File: config.mk
export PLATFORM = sky130hd
export DESIGN_NAME = bus_arb4_flat
export DESIGN_NICKNAME = d
export VERILOG_FILES = /design/src/rtl/bus_arb_pkg.sv /design/src/rtl/bus_arb4_if.sv /design/src/rtl/dec24.sv /design/src/rtl/rr_pick4.sv /design/src/rtl/bus_arb4.sv /design/src/flat_wrapper.sv
export SDC_FILE = /design/constraint.sdc
export NUM_CORES = 1
export LEC_CHECK = 0
export CORE_MARGIN = 2
export CORE_UTILIZATION = 53
export DETAILED_ROUTE_END_ITERATION = 16
export PLACE_DENSITY = 0.76
export SYNTH_ARGS = -nofsm -noshare
export SYNTH_HDL_FRONTEND = slang
export SYNTH_SLANG_ARGS = --single-unit
export TNS_END_PERCENT = 5
File: constraint.sdc
create_clock -name clk -period 2.6 [get_ports clk]
set_input_delay 0.26 -clock clk [delete_from_list [all_inputs] [get_ports clk]]
set_output_delay 0.26 -clock clk [all_outputs]
set_load 0.02 [all_outputs]
File: src/rtl/bus_arb_pkg.sv
// Shared definitions for the four-way round-robin bus arbiter.
// Contents: requester count, hold-counter width, and the arbiter state encoding.
package bus_arb_pkg;

    localparam int unsigned NREQ  = 4;
    localparam int unsigned CNT_W = 8;

    typedef enum logic [1:0] {
        S_IDLE = 2'd0,
        S_OWN  = 2'd1,
        S_TURN = 2'd2
    } state_e;

endpackage

File: src/rtl/bus_arb4_if.sv
// Handshake bundle between the arbiter and the four requesters.
//   req    : per-requester bus request (level, held for the whole tenure)
//   gnt    : one-hot bufif1 enables, zero when the bus is free
//   sel    : index of the current or most recent owner
//   busy   : a grant is active
//   expire : pulse in the turnaround cycle after a forced release
// master : arbiter side, slave : requester side.
interface bus_arb4_if;
    import bus_arb_pkg::*;

    logic [NREQ-1:0] req;
    logic [NREQ-1:0] gnt;
    logic [1:0]      sel;
    logic            busy;
    logic            expire;

    modport master (input req, output gnt, output sel, output busy, output expire);
    modport slave  (output req, input gnt, input sel, input busy, input expire);

endinterface

File: src/rtl/dec24.sv
// 2-to-4 decoder with enable, drives the bufif1 enables of the shared bus.
//   sel : index to assert
//   en  : when low all outputs are zero
//   y   : one-hot (or zero) output
module dec24 (
    input  logic [1:0] sel,
    input  logic       en,
    output logic [3:0] y
);

    always_comb begin
        y = '0;
        if (en) begin
            y[sel] = 1'b1;
        end
    end

endmodule

File: src/rtl/rr_pick4.sv
// Combinational round-robin picker.
//   req   : request vector
//   ptr   : highest-priority index; priority runs ptr, ptr+1, ptr+2, ptr+3 (mod 4)
//   valid : at least one request present
//   idx   : winning index (equals ptr when nothing is requested)
module rr_pick4
    import bus_arb_pkg::*;
(
    input  logic [3:0] req,
    input  logic [1:0] ptr,
    output logic       valid,
    output logic [1:0] idx
);

    logic [7:0] dbl;
    logic [3:0] rot;
    logic [1:0] off;

    always_comb begin
        // Rotate so bit 0 is the ptr requester, then take the lowest set bit.
        dbl = {req, req} >> ptr;
        rot = dbl[3:0];
        off = 2'd0;
        for (int unsigned k = NREQ; k > 0; k--) begin
            if (rot[k-1]) begin
                off = 2'(k - 1);
            end
        end
        valid = |req;
        idx   = ptr + off;
    end

endmodule

File: src/rtl/bus_arb4.sv
// Round-robin arbiter for a 4:1 tristate bus.
// Grants one requester at a time, inserts a one-cycle all-off turnaround
// between owners, and forcibly ends any tenure reaching MAXHOLD cycles.
//   clk   : rising-edge clock
//   reset : asynchronous, active-high
//   bus   : req in; gnt/sel/busy/expire out (all outputs registered)
// MAXHOLD : maximum tenure in cycles, 1..255.
module bus_arb4 #(
    parameter int unsigned MAXHOLD = 8
) (
    input  logic        clk,
    input  logic        reset,
    bus_arb4_if.master  bus
);
    import bus_arb_pkg::*;

    localparam logic [CNT_W-1:0] CNT_MAX = CNT_W'(MAXHOLD - 1);

    state_e           state_q, state_d;
    logic [1:0]       sel_q, sel_d;
    logic [1:0]       ptr_q, ptr_d;
    logic [CNT_W-1:0] cnt_q, cnt_d;
    logic             busy_q, busy_d;
    logic             expire_q, expire_d;

    logic             pick_valid;
    logic [1:0]       pick_idx;
    logic [NREQ-1:0]  gnt;

    // One picker serves both IDLE and TURN; ptr_q already reflects the last release.
    rr_pick4 u_pick (
        .req   (bus.req),
        .ptr   (ptr_q),
        .valid (pick_valid),
        .idx   (pick_idx)
    );

    always_comb begin
        state_d  = state_q;
        sel_d    = sel_q;
        ptr_d    = ptr_q;
        cnt_d    = cnt_q;
        expire_d = 1'b0;

        unique case (state_q)
            S_IDLE, S_TURN: begin
                if (pick_valid) begin
                    state_d = S_OWN;
                    sel_d   = pick_idx;
                    cnt_d   = '0;
                end else begin
                    state_d = S_IDLE;
                end
            end
            S_OWN: begin
                // A dropped request wins over expiry: a voluntary release never flags expire.
                if (!bus.req[sel_q]) begin
                    state_d = S_TURN;
                    ptr_d   = sel_q + 2'd1;
                end else if (cnt_q == CNT_MAX) begin
                    state_d  = S_TURN;
                    ptr_d    = sel_q + 2'd1;
                    expire_d = 1'b1;
                end else begin
                    cnt_d = cnt_q + 8'd1;
                end
            end
            default: begin
                state_d = S_IDLE;
            end
        endcase

        busy_d = (state_d == S_OWN);
    end

    always_ff @(posedge clk or posedge reset) begin
        if (reset) begin
            state_q  <= S_IDLE;
            sel_q    <= '0;
            ptr_q    <= '0;
            cnt_q    <= '0;
            busy_q   <= 1'b0;
            expire_q <= 1'b0;
        end else begin
            state_q  <= state_d;
            sel_q    <= sel_d;
            ptr_q    <= ptr_d;
            cnt_q    <= cnt_d;
            busy_q   <= busy_d;
            expire_q <= expire_d;
        end
    end

    dec24 u_dec (
        .sel (sel_q),
        .en  (state_q == S_OWN),
        .y   (gnt)
    );

    assign bus.gnt    = gnt;
    assign bus.sel    = sel_q;
    assign bus.busy   = busy_q;
    assign bus.expire = expire_q;

endmodule
File: src/flat_wrapper.sv
// flat-port wrapper written by rule: the top's interface ports become plain ports
module bus_arb4_flat import bus_arb_pkg::*;
#(
    parameter int unsigned MAXHOLD = 8
)
  (clk, reset, bus_req, bus_gnt, bus_sel, bus_busy, bus_expire);
  bus_arb4_if bus_i ();
  input  logic clk;
  input  logic reset;
  input wire logic [$bits(bus_i.req)-1:0] bus_req;
  output wire logic [$bits(bus_i.gnt)-1:0] bus_gnt;
  output wire logic [$bits(bus_i.sel)-1:0] bus_sel;
  output wire logic [$bits(bus_i.busy)-1:0] bus_busy;
  output wire logic [$bits(bus_i.expire)-1:0] bus_expire;
  assign bus_i.req = bus_req;
  assign bus_gnt = bus_i.gnt;
  assign bus_sel = bus_i.sel;
  assign bus_busy = bus_i.busy;
  assign bus_expire = bus_i.expire;
  bus_arb4 #(.MAXHOLD(MAXHOLD)) u_core (.clk(clk), .reset(reset), .bus(bus_i));
endmodule
; ---- Word level (Yosys, flattened, before mapping)
; Cells that the tools add are included.
[word_totals]
input_bits = 6
word_cells = 50
regBits = 16
[op_classes]
n_shift = 1
n_mux = 22
n_eq_ne = 8
reduce_logical = 8
n_lt_le_gt_ge = 2
addsub = 3
[op_table]
columns = cell, count
row1 = 8-bit two-way mux, 3
row2 = 2-bit two-way mux, 8
row3 = 8-bit case mux with 2 select lines, 1
row4 = 8-bit by 1-bit adder with 8-bit output (second input constant), 1
row5 = 8-bit by 3-bit equality test with 1-bit output (second input constant), 1
row6 = 8-bit by 2-bit right shift with 4-bit output, 1
row7 = 1-bit two-way mux, 6
row8 = 2-bit by 1-bit equality test with 1-bit output (second input constant), 2
row9 = 4-bit two-way mux, 1
row10 = 2-bit by 1-bit != test with 1-bit output (second input constant), 2
row11 = 2-bit != test (second input constant), 2
row12 = 2-bit case mux with 2 select lines, 1
row13 = 2-bit AND reduction, 2
row14 = 4-bit AND reduction, 1
row15 = 4-bit OR reduction, 1
row16 = 2-bit by 3-bit < comparator with 1-bit output (second input constant), 1
row17 = 2-bit by 1-bit adder with 2-bit output (second input constant), 1
row18 = 2-bit adder, 1
row19 = 1-bit binary-select mux with 2-bit select, 1
row20 = 1-bit demux with 2-bit select, 1
row21 = 2-bit equality test (second input constant), 1
row22 = 2-bit by 1-bit greater-or-equal comparator with 1-bit output (second input constant), 1
row23 = 2-bit logical NOT, 1
row24 = 2-bit nonzero test, 1
row25 = 2 further kinds, 2

; ---- Logic depth before layout (Yosys ltp)
[logic_depth]
ltp_word = 6
ltp_mapped = 9
ltp_nobuf = 8

; ---- Cells and area by module
; A second synthesis with hierarchy kept.
[hier_totals]
cells_unflattened = 102
hier_area_um2 = 1007.2
[modules_own_cells]
columns = mod, area_each_um2, instances, seq_area_each_um2, cells_per_inst
row1 = bus_arb4, 790.8, 1, 400.4, 71
row2 = rr_pick4, 178.9, 1, 0.0, 27
row3 = dec24, 37.5, 1, 0.0, 4

; ---- Worst setup path after synthesis
; No wires, ideal clock.
[synth_path]
path_kind = flip-flop to flip-flop
start = reg u_core.ptr_q[1]
end = reg u_core.sel_q[1] (netlist: u_core.bus.sel[1])
arrival_time_ns = 1.937
path_stages_with_launch = 10
required_ns = 2.518
setup_slack_ns = 0.581
path_cell_list = dfrtp_1 -> buf_2 -> nand2b_1 -> a21oi_1 -> o211ai_1 -> o21a_1 -> ha_1 -> xnor2_1 -> or4_1 -> a31oi_1
[synth_between]
elab_chain_cells = 6
[synth_lines]
columns = element, line_no
row1 = from (decl), bus_arb4.sv:21  ; logic [1:0] ptr_q, ptr_d;
row2 = from (signal assigned), bus_arb4.sv:87  ; ptr_q <= ptr_d;
row3 = 8-bit by 2-bit right shift with 4-bit output, rr_pick4.sv:21  ; dbl = {req, req} >> ptr;
row4 = 2-bit two-way mux (4 in series), rr_pick4.sv:25  ; if (rot[k-1]) begin
row5 = 2-bit adder *, rr_pick4.sv:30  ; idx = ptr + off;
row6 = to (signal assigned), bus_arb4.sv:86  ; sel_q <= sel_d;
row7 = to (decl), bus_arb4.sv:20  ; logic [1:0] sel_q, sel_d;
; Every way passes the cells marked *; elsewhere a longest branch is shown, timed or not.
; A chain may end at the register's enable or synchronous reset.

; ---- Worst setup path in the final report
[layout_path]
start = reg u_core.state_q[0]
end = out bus_gnt[3]
[layout_between]
elab_chain_cells = 2
[layout_lines]
columns = element, line_no
row1 = from (decl), bus_arb4.sv:19  ; state_e state_q, state_d;
row2 = from (signal assigned), bus_arb4.sv:85  ; state_q <= state_d;
row3 = 2-bit by 1-bit equality test with 1-bit output, bus_arb4.sv:96  ; .en (state_q == S_OWN),
row4 = 4-bit two-way mux, dec24.sv:13  ; if (en) begin
row5 = to (decl), flat_wrapper.sv:11  ; output wire logic [$bits(bus_i.gnt)-1:0] bus_gnt;
; No other way between the ends.

==> impl_results.md <==
* Outcome: complete, no violations
* Core area at roughly 1900 um2
* Largest area contributor in the netlist: dfrtp_1
* Starting DRC count in detailed routing at 8
* Mapped Nets at 121
* Post-Synthesis Cell Area at 1040 um2
* Die span in x at 48.3 um
* CP startpoint: u_core.state_q[0]
* Hold Path Class: primary input to asynchronous set/reset pin
* # rows at 16
* Clk_skew at 0.883 ps
* Fin nets at ~140
* Pwr/cell area at 968 nW/um2
* Initial antenna violation count at 0
* F_max at around 450 MHz
* Area share of the largest cell type after synthesis at slightly below 40%
* Area growth from synthesis to layout at 18.3%
* Placer congestion estimate at 0.802
* H-tree levels at 1
* CP Launch Type: flip-flop
* Fin Setup TNS at 0 ps
* Max Cap Viol at 0
* Initial Util at between 50% and 60%
* DR DRC count at 0
* Async S/R FF share, synth at 100%
* Count of final hold-check violations at 0
* Distinct cells, synth at 38
* First-pass GRT wire length at between 3000 and 4000 um
* Worst EP required at about 2300 ps
* CP max FO at 10
* Drt pass-1 iters at 4
* Reg2reg end: u_core.bus.sel[1]
* Number of vias per cell at around 5.5
* Routed Antenna Nets at 0
* Slew Viols, Final at 0
* Most common flop cell mapped by yosys: dfrtp_1
* Die area at ~2300 um2
* Syn avg cell area at roughly 9.6 um2
* CTS tree: done
* Pwr Total at 1.19 mW
* CP Capture Type: output port
* Final HPWL DP at ~1500 um
* Fin area at roughly 1200 um2
* Grt ovf at 0
* #FFs+latches synth at 16
* Clk slew on worst S/H paths at about 100 ps
* RR Startpoint: u_core.ptr_q[1]
* Die Y at about 48 um
* Arr. time, crit path at 1960 ps
* Sequential-to-total area share from yosys stat at between 30 and 40%
* Routed WL at slightly above 2000 um
* Final min period at ~2200 ps
* PostCTS Resize Cnt at 0
* Hold WS at between 300 and 400 ps
* Rel. slew slack at roughly 60%
* Placed Instance Area at approximately 1200 um2
* Worst Tran Pin Value at 601 ps
* Peak VDD IR at approximately 0.67 mV
* CTS Root Cell: clkbuf_4
* EDFF count, synth at 0
* Total GRT Usage at about a fifth
* TritonCTS buffer count at 3
* Clock Tree Buf Depth at 2
* Vias in the first global route at 772
* R2R depth at 8
* Most common library cell in the layout ignoring fill and taps: dfrtp_1
* Largest net degree at the start of global routing at 17
* Tcrit/Tclk final at 85.2%
* IO Pins at 14
* Hold buffers post-CTS at 0
* Setup bufs post-CTS at 0
* Unrepaired setup endpoints after global routing: false
* I/O Buffers at 13
* Vias at 827
* Worst skew pair latency at approximately 280 ps
* Cells after Synth at roughly 110
* N_diodes at 0
* Ranking of synthesized cells by area: dfrtp_1, ha_1, nand2_1, and2_1, mux2i_1
* Critical path type: flip-flop to output port
* Setup slack, reg-to-reg at around 430 ps
* Setup crit end: bus_gnt[3]
* Leak at roughly 0.54 nW
* Setup-failing EPs final at 0
* Layout cells sized above 1 at 12.2%
* Yosys warns at 0
* Wire per inst at 13.5 um
* CTS sink cnt at 16
* Most frequent cells in the layout: dfrtp_1, clkdlybuf4s50_1, nand2_1
==> how the worst min path moves through the flow <==
| stage | to | slack, ps | cells past startpoint |
|---|---|---|---|
| 6_report | u_core.bus.expire | 340 | 2 |
| 2_1_floorplan | u_core.bus.busy | 170 | 1 |
| 3_3_place_gp | u_core.cnt_q[5] | 480 | 1 |
| 4_1_cts | u_core.ptr_q[1] | 360 | 2 |
| 5_1_grt | u_core.bus.expire | 400 | 2 |
| 3_5_place_dp | u_core.cnt_q[5] | 490 | 1 |
==> state kept, by name, indices dropped and copies added, names as in the netlist <==
name	cells
u_core.ptr_q	2
u_core.cnt_q	8
u_core.bus.busy	1
u_core.bus.sel	2
u_core.state_q	2
u_core.bus.expire	1
==> cell families after synthesis <==
| group | after synthesis | synth area share, % |
|---|---|---|
| muxes | 6 | 7.93 |
| and+or+nand+nor | 49 | 28.1 |
| DFF | 16 | 38.5 |
| xor gates and xnor gates | 2 | 1.68 |
| adders and majority gates | 6 | 7.21 |
| AOI/OAI and AO/OA | 20 | 12.7 |
| buffers and inverters | 10 | 3.85 |
==> report_power, final <==
part	switching (mW)	internal [mW]
Sequential	0.102	0.324
Clock	0.0802	0.0852
Combinational	0.305	0.295
==> through the flow <==
stage,setup slack (ps),utilization [%],std cells
finish,385,64.7,150
detailed placement,112,62.8,146
CTS,374,64.7,150
global placement,200,62.8,146
global route,231,64.7,150
floorplan,581,-,109
==> layout make-up <==
| type | instances | area, um2 |
|---|---|---|
| clock buffers | 4 | 36.3 |
| fillers | 146 | 671 |
| inverters | 6 | 22.5 |
| multi-input cells | 83 | 601 |
| flip-flops and latches | 16 | 400 |
| well taps | 27 | 33.8 |
| repair buffers | 14 | 138 |
==> critical path, stage by stage (launching register included) <==
cell and delay, ps:
dfrtp_1 370, nor2b_1 480, and2_1 220, clkdlybuf4s50_1 600
==> cells in the mapped netlist, types with 2 or more instances <==
cell,number
a21oi_1,5
a31oi_1,2
and2_1,5
and3_1,2
buf_2,2
clkbuf_1,2
dfrtp_1,16
ha_1,6
inv_1,6
mux2_4,2
mux2i_1,3
nand2_1,9
nand2b_1,4
nand3_1,4
nand3b_1,2
nand4_1,2
nor2_1,5
nor2b_1,3
o211ai_1,2
o21ai_0,6
or3b_2,3
or4_1,2
==> layer usage <==
| metal | share of wire, % | GRT usage [%] |
|---|---|---|
| met1 | 47 | 26.7 |
| met2 | 49 | 32.6 |
| met3 | 4.1 | 2.47 |
| met4 | 0 | 5.71 |
| met5 | 0 | 0 |
(Power assumes the default switching activity.)
